**src/rtl/serial_mult_pkg.sv**
```systemverilog
// serial_mult_pkg
// Shared types and helpers for the bit-serial x parallel multiplier.
//   state_t     : frame state (IDLE / RUN / FLUSH), exported for debug
//   cnt_width() : width of the per-frame bit counter for a given count range
//   prod_width(): number of product bits per frame (AW + BW)
// Configuration macro: SIGNED_MODE_EN (consumed by serial_mult_acc).
package serial_mult_pkg;

  typedef enum logic [1:0] {
    IDLE  = 2'd0,
    RUN   = 2'd1,
    FLUSH = 2'd2
  } state_t;

  function automatic int prod_width(input int aw, input int bw);
    return aw + bw;
  endfunction

  // Counter must index 0 .. n-1; never narrower than one bit.
  function automatic int cnt_width(input int n);
    return (n <= 2) ? 1 : $clog2(n);
  endfunction

endpackage

```
**src/rtl/serial_mult_acc.sv**
```systemverilog
// serial_mult_acc
// Add/subtract-and-shift datapath of the serial multiplier.
//   clk, reset : clock, synchronous active-high reset
//   load_en    : load breg from b
//   b          : parallel operand B (BW bits)
//   step_en    : perform one step: sum = p + addend, p <= sum >> 1
//   a_term     : current A bit (already forced to 0 by the caller in FLUSH)
//   sub_en     : subtract breg instead of adding it (signed mode, last A bit)
//   clear      : clear the partial accumulator (abort / end of frame)
//   sum_lsb    : bit 0 of the current sum, i.e. the next product bit
// Configuration macro: SIGNED_MODE_EN selects two's-complement operation;
// when undefined the datapath is unsigned and sub_en has no effect.
module serial_mult_acc
  import serial_mult_pkg::*;
#(
  parameter int BW = 4
) (
  input  logic          clk,
  input  logic          reset,
  input  logic          load_en,
  input  logic [BW-1:0] b,
  input  logic          step_en,
  input  logic          a_term,
  input  logic          sub_en,
  input  logic          clear,
  output logic          sum_lsb
);

  logic [BW-1:0] breg;
  logic [BW:0]   p;
  logic [BW+1:0] p_ext;
  logic [BW+1:0] b_ext;
  logic [BW+1:0] addend;
  logic [BW+1:0] sum;

`ifdef SIGNED_MODE_EN
  // Sign-extend both terms; taking sum[BW+1:1] is then an arithmetic shift,
  // and FLUSH steps (addend 0) replicate the sign of p.
  assign p_ext = {p[BW], p};
  assign b_ext = {{2{breg[BW-1]}}, breg};

  always_comb begin
    addend = '0;
    if (a_term) begin
      addend = sub_en ? -b_ext : b_ext;
    end
  end
`else
  assign p_ext  = {1'b0, p};
  assign b_ext  = {2'b00, breg};
  assign addend = a_term ? b_ext : '0;

  wire unused_sub_en = sub_en;
`endif

  assign sum     = p_ext + addend;
  assign sum_lsb = sum[0];

  always_ff @(posedge clk) begin
    if (reset) begin
      breg <= '0;
      p    <= '0;
    end else begin
      if (load_en) begin
        breg <= b;
      end
      if (clear) begin
        p <= '0;
      end else if (step_en) begin
        p <= sum[BW+1:1];
      end
    end
  end

endmodule

```
**src/rtl/serial_mult_param.sv**
```systemverilog
// serial_mult_param
// Parametrised bit-serial (A) x parallel (B) multiplier, LSB-first product.
//   clk, reset : clock, synchronous active-high reset
//   start_a, A : serial A frame enable and A bit (LSB first, AW bits)
//   load_b, B  : parallel load strobe and operand B (BW bits), IDLE only
//   c, start_c : serial product bit and its qualifier (AW+BW bits per frame)
//   done       : one-cycle pulse with the last product bit
//   busy       : high from the first product bit through the done cycle
//   state_dbg  : current FSM state, for observation only
// Configuration macro: SIGNED_MODE_EN (two's-complement A and B).
//
// Stream semantics: there is no backpressure. An A bit is consumed on every
// rising edge where start_a is high (outside FLUSH); a product bit is valid
// on c in every cycle where start_c is high. Dropping start_a before the
// last A bit abandons the frame without emitting anything further.
module serial_mult_param
  import serial_mult_pkg::*;
#(
  parameter int AW = 4,
  parameter int BW = 4
) (
  input  logic          clk,
  input  logic          reset,
  input  logic          start_a,
  input  logic          A,
  input  logic          load_b,
  input  logic [BW-1:0] B,
  output logic          c,
  output logic          start_c,
  output logic          done,
  output logic          busy,
  output state_t        state_dbg
);

  localparam int PW = prod_width(AW, BW);
  localparam int CW = cnt_width(PW);

  state_t        state;
  logic [CW-1:0] cnt;

  logic load_en;
  logic step_en;
  logic a_term;
  logic sub_en;
  logic clear;
  logic sum_lsb;

  logic frame_start;
  logic last_a;
  logic last_flush;

  assign frame_start = (state == IDLE) && !load_b && start_a;
  assign last_a      = (cnt == CW'(AW - 1));
  assign last_flush  = (cnt == CW'(PW - 1));

  assign load_en = (state == IDLE) && load_b;
  assign step_en = frame_start || ((state == RUN) && start_a) || (state == FLUSH);
  assign a_term  = (state != FLUSH) && A;
  assign sub_en  = (state == RUN) && last_a;
  assign clear   = ((state == RUN) && !start_a) || ((state == FLUSH) && last_flush);

  serial_mult_acc #(
    .BW (BW)
  ) u_acc (
    .clk     (clk),
    .reset   (reset),
    .load_en (load_en),
    .b       (B),
    .step_en (step_en),
    .a_term  (a_term),
    .sub_en  (sub_en),
    .clear   (clear),
    .sum_lsb (sum_lsb)
  );

  always_ff @(posedge clk) begin
    if (reset) begin
      state   <= IDLE;
      cnt     <= '0;
      c       <= 1'b0;
      start_c <= 1'b0;
      done    <= 1'b0;
      busy    <= 1'b0;
    end else begin
      done <= 1'b0;
      case (state)
        IDLE: begin
          if (frame_start) begin
            // A bit 0 is consumed on the same edge that leaves IDLE.
            c       <= sum_lsb;
            start_c <= 1'b1;
            busy    <= 1'b1;
            cnt     <= CW'(1);
            state   <= RUN;
          end else begin
            c       <= 1'b0;
            start_c <= 1'b0;
            busy    <= 1'b0;
            cnt     <= '0;
          end
        end
        RUN: begin
          if (start_a) begin
            c   <= sum_lsb;
            cnt <= cnt + CW'(1);
            if (last_a) begin
              state <= FLUSH;
            end
          end else begin
            c       <= 1'b0;
            start_c <= 1'b0;
            busy    <= 1'b0;
            cnt     <= '0;
            state   <= IDLE;
          end
        end
        FLUSH: begin
          c <= sum_lsb;
          if (last_flush) begin
            // start_c and busy stay high through the done cycle; IDLE drops
            // them on the next edge unless a new frame starts there.
            done  <= 1'b1;
            cnt   <= '0;
            state <= IDLE;
          end else begin
            cnt <= cnt + CW'(1);
          end
        end
        default: begin
          state <= IDLE;
        end
      endcase
    end
  end

  assign state_dbg = state;

endmodule
```
**config.mk**
```make
export PLATFORM = sky130hd
export DESIGN_NAME = serial_mult_param
export DESIGN_NICKNAME = d
export VERILOG_FILES = /design/src/rtl/serial_mult_pkg.sv /design/src/rtl/serial_mult_acc.sv /design/src/rtl/serial_mult_param.sv
export SDC_FILE = /design/constraint.sdc
export NUM_CORES = 1
export LEC_CHECK = 0
export ABC_AREA = 1
export CORE_ASPECT_RATIO = 1.2
export CORE_MARGIN = 8
export CORE_UTILIZATION = 50
export CTS_CLUSTER_SIZE = 14
export DETAILED_ROUTE_END_ITERATION = 10
export GPL_TIMING_DRIVEN = 1
export PLACE_DENSITY = 0.72
export SYNTH_ARGS = -nofsm -noshare
export SYNTH_HDL_FRONTEND = slang
export SYNTH_SLANG_ARGS = --single-unit
```
**constraint.sdc**
```tcl
create_clock -name clk -period 5.5 [get_ports clk]
set_input_delay 1.1 -clock clk [delete_from_list [all_inputs] [get_ports clk]]
set_output_delay 1.1 -clock clk [all_outputs]
set_load 0.02 [all_outputs]
```
==> metrics.yaml <==
synth-xor-area-share: 0.00840
setup_tns_ns: 0
wl_mm: 2.10
share_comb_of_total_power: 0.545
drv_cap: 0
p_int_mw: 0.301
hp-class: "reg2reg"
hp-start: "u_acc.breg[3]"
pwr_density_cell_mw_per_mm2: 438
antenna_found_initial: 0
highest_layer: "met4"
dp.cells: 183
grt-ovfl-total: 0
ys.warnings.count: 0
routed_via_density: 5.05
end_kind: "flop"
synth_top_area_frac: 0.327
wl_met3_um: 35
syn_avg_cell_area_sq_um: 6.95
io_buffers: 14
fp.dieH_um: 66.0
rsz0062_at_grt: "false"
gp_congestion: 0.874
grt_usage: 0.118
required_ns: 5.68
cts_tree: "built"
netlist_instances: 150
rrSetupSlack_ns: 3.47
r2r_start: "state_dbg[0]"
rows: 18
synth_top_area_cell: "dfxtp_1"
period_needed_ns: 2.51
switching_power_mw: 0.236
coreArea_sq_mm: 0.00203
synth_area_sq_mm: 0.00104
die-area_sq_mm: 0.00381
crit_type: "in2reg"
synth_top_family_by_area: "simple AND/OR/NAND/NOR gates"
synthAdderAreaFrac: 0.163
whs_path_depth: 2
ios: 15
pre_cts_slack_ns: 2.68
grt_max_degree: 10
post-dp-hpwl_mm: 1.76
ys_ff_latch: 17
num_vias: 945
avgRoutedWirePerCell_um: 11.2
total_power_mw: 0.537
root_buffer: "clkbuf_4"
drtIter0Drc: 31
slew_headroom: 0.815
r2r_end: "u_acc.p[3]"
fin_ws_ns: 2.99
cts_buffer_depth: 2
hold_end: "u_acc.breg[3]"
post-cts-setup-buffer-count: 0
ant_nets: 0
cts_buffers: 3
diodes: 0
pwr-share-seq: 0.335
synthToLayoutAreaGrowth_pct: 17.6
reg2regPathDepth: 11
nNetsFinal: 190
vdd_ir_drop_max_uv: 311
final_cells: 187
grt_pass1_wl_mm: 3.59
wl_met1_um: 926
clkSinkCount: 17
final_util: 0.605
synth_mux_area_frac: 0
yosysSeqAreaShare: 0.327
pwr-share-clk: 0.120
outcome: "finished clean"
power.leakage_nw: 0.613
worstSkewPairLatency_ns: 0.29
dieWidth_um: 57.7
initial_core_util: 0.514
htreeDepth: 1
synth_area_leaders: "dfxtp_1, ha_1, inv_1"
grt_pass1_vias: 888
fin_area_sq_mm: 0.00123
synth-compound-area-share: 0.0984
worstPathArrival_ns: 2.69
synth_cell_types: 20
fmax_ghz: 0.399
tightest_slew_ns: 0.278
drc_errors: 0
place_area_sq_mm: 0.00120
fill_cells: 210
hold_viol: 0
mostFrequentLayoutCells: "inv_1, nand2_1, nor2_1"
fin_crit_sh: 0.456
crit_path_max_fanout: 4
synth_fp_nets: 172
final-setup-viol-count: 0
synthSimpleGateAreaFrac: 0.295
cts-resized-gates: 0
power_switching_share: 0.439
holdBufCountCts: 0
whs_ns: 0.462
drive_gt1_frac: 0.0599
met2WireLength_mm: 1.12
cts.reportedPaths.clkPinSlew_ns: 0.09
drv_slew: 0
finClkSkew_ns: 0.00612
drt_pre_antenna_iters: 6
crit_path_start_kind: "input port"
per-layer routing:
layer  global-route usage  vias to the layer above
li1                     -                      501
met1                0.126                      426
met5                    0                        -
met4               0.0613                        0
met3               0.0175                        4
met2                0.219                       14
synth_stat cells:
master and n:
a21oi_1 10, ha_1 12, dfxtp_1 17, o21a_1 1
or2_1 1, nand2_1 27, or2_2 1, o21ai_0 9
inv_2 1, fa_1 1, nand4_1 2, buf_4 1
nand3_2 1, nand3_1 12, xor2_1 1, nor2_1 21
nor2_2 2, inv_1 27, nand3b_1 1, nand2_2 2
power groups by stage:
stage	clock network, mW	logic, mW	registers, mW
2_1_floorplan	0	0.208	0.190
3_3_place_gp	0	0.287	0.182
3_5_place_dp	0	0.293	0.184
4_1_cts	0.0677	0.295	0.181
5_1_grt	0.0736	0.337	0.185
6_report	0.0645	0.293	0.180
worst max-delay path, stage by stage:
cell,delay (ns)
clkdlybuf4s50_1,0.41
nand2_1,0.13
nor2_1,0.06
ha_1,0.20
fa_1,0.40
xor2_1,0.17
o21ai_0,0.15
nor2_1,0.06
final cells by class:
class	count	area, sq um	area share
Clock buffer	4	26.3	0.0214
Timing Repair Buffer	14	140	0.114
Inverter	28	105	0.0857
Multi-Input combinational cell	104	589	0.481
Sequential cell	17	340	0.278
Tap cell	20	25.0	0.0204
how the worst max path moves through the flow:
stage / endpoint / cells after the start / startpoint / slack [ns]
final: u_acc.p[1] / 8 / A / 2.99
after global routing: u_acc.p[1] / 8 / A / 2.83
after CTS: u_acc.p[1] / 8 / A / 3.00
after detailed placement: u_acc.p[1] / 8 / A / 2.68
after global placement: u_acc.p[1] / 8 / A / 2.73
after floorplan: u_acc.p[1] / 7 / A / 3.21
registers in the layout (all words and copies together) (netlist names):
| register | cells |
|---|---|
| u_acc.p | 5 |
| u_acc.breg | 4 |
| cnt | 3 |
| state_dbg | 2 |
| busy | 1 |
| c | 1 |
| done | 1 |
logic make-up after synthesis:
family          count (synthesis)
flops                          17
compound gates                 20
simple gates                   70
xor+xnor                        1
fa+ha+maj                      13
buf+inv                        29
No activity file was read; power rests on OpenSTA's default activity.
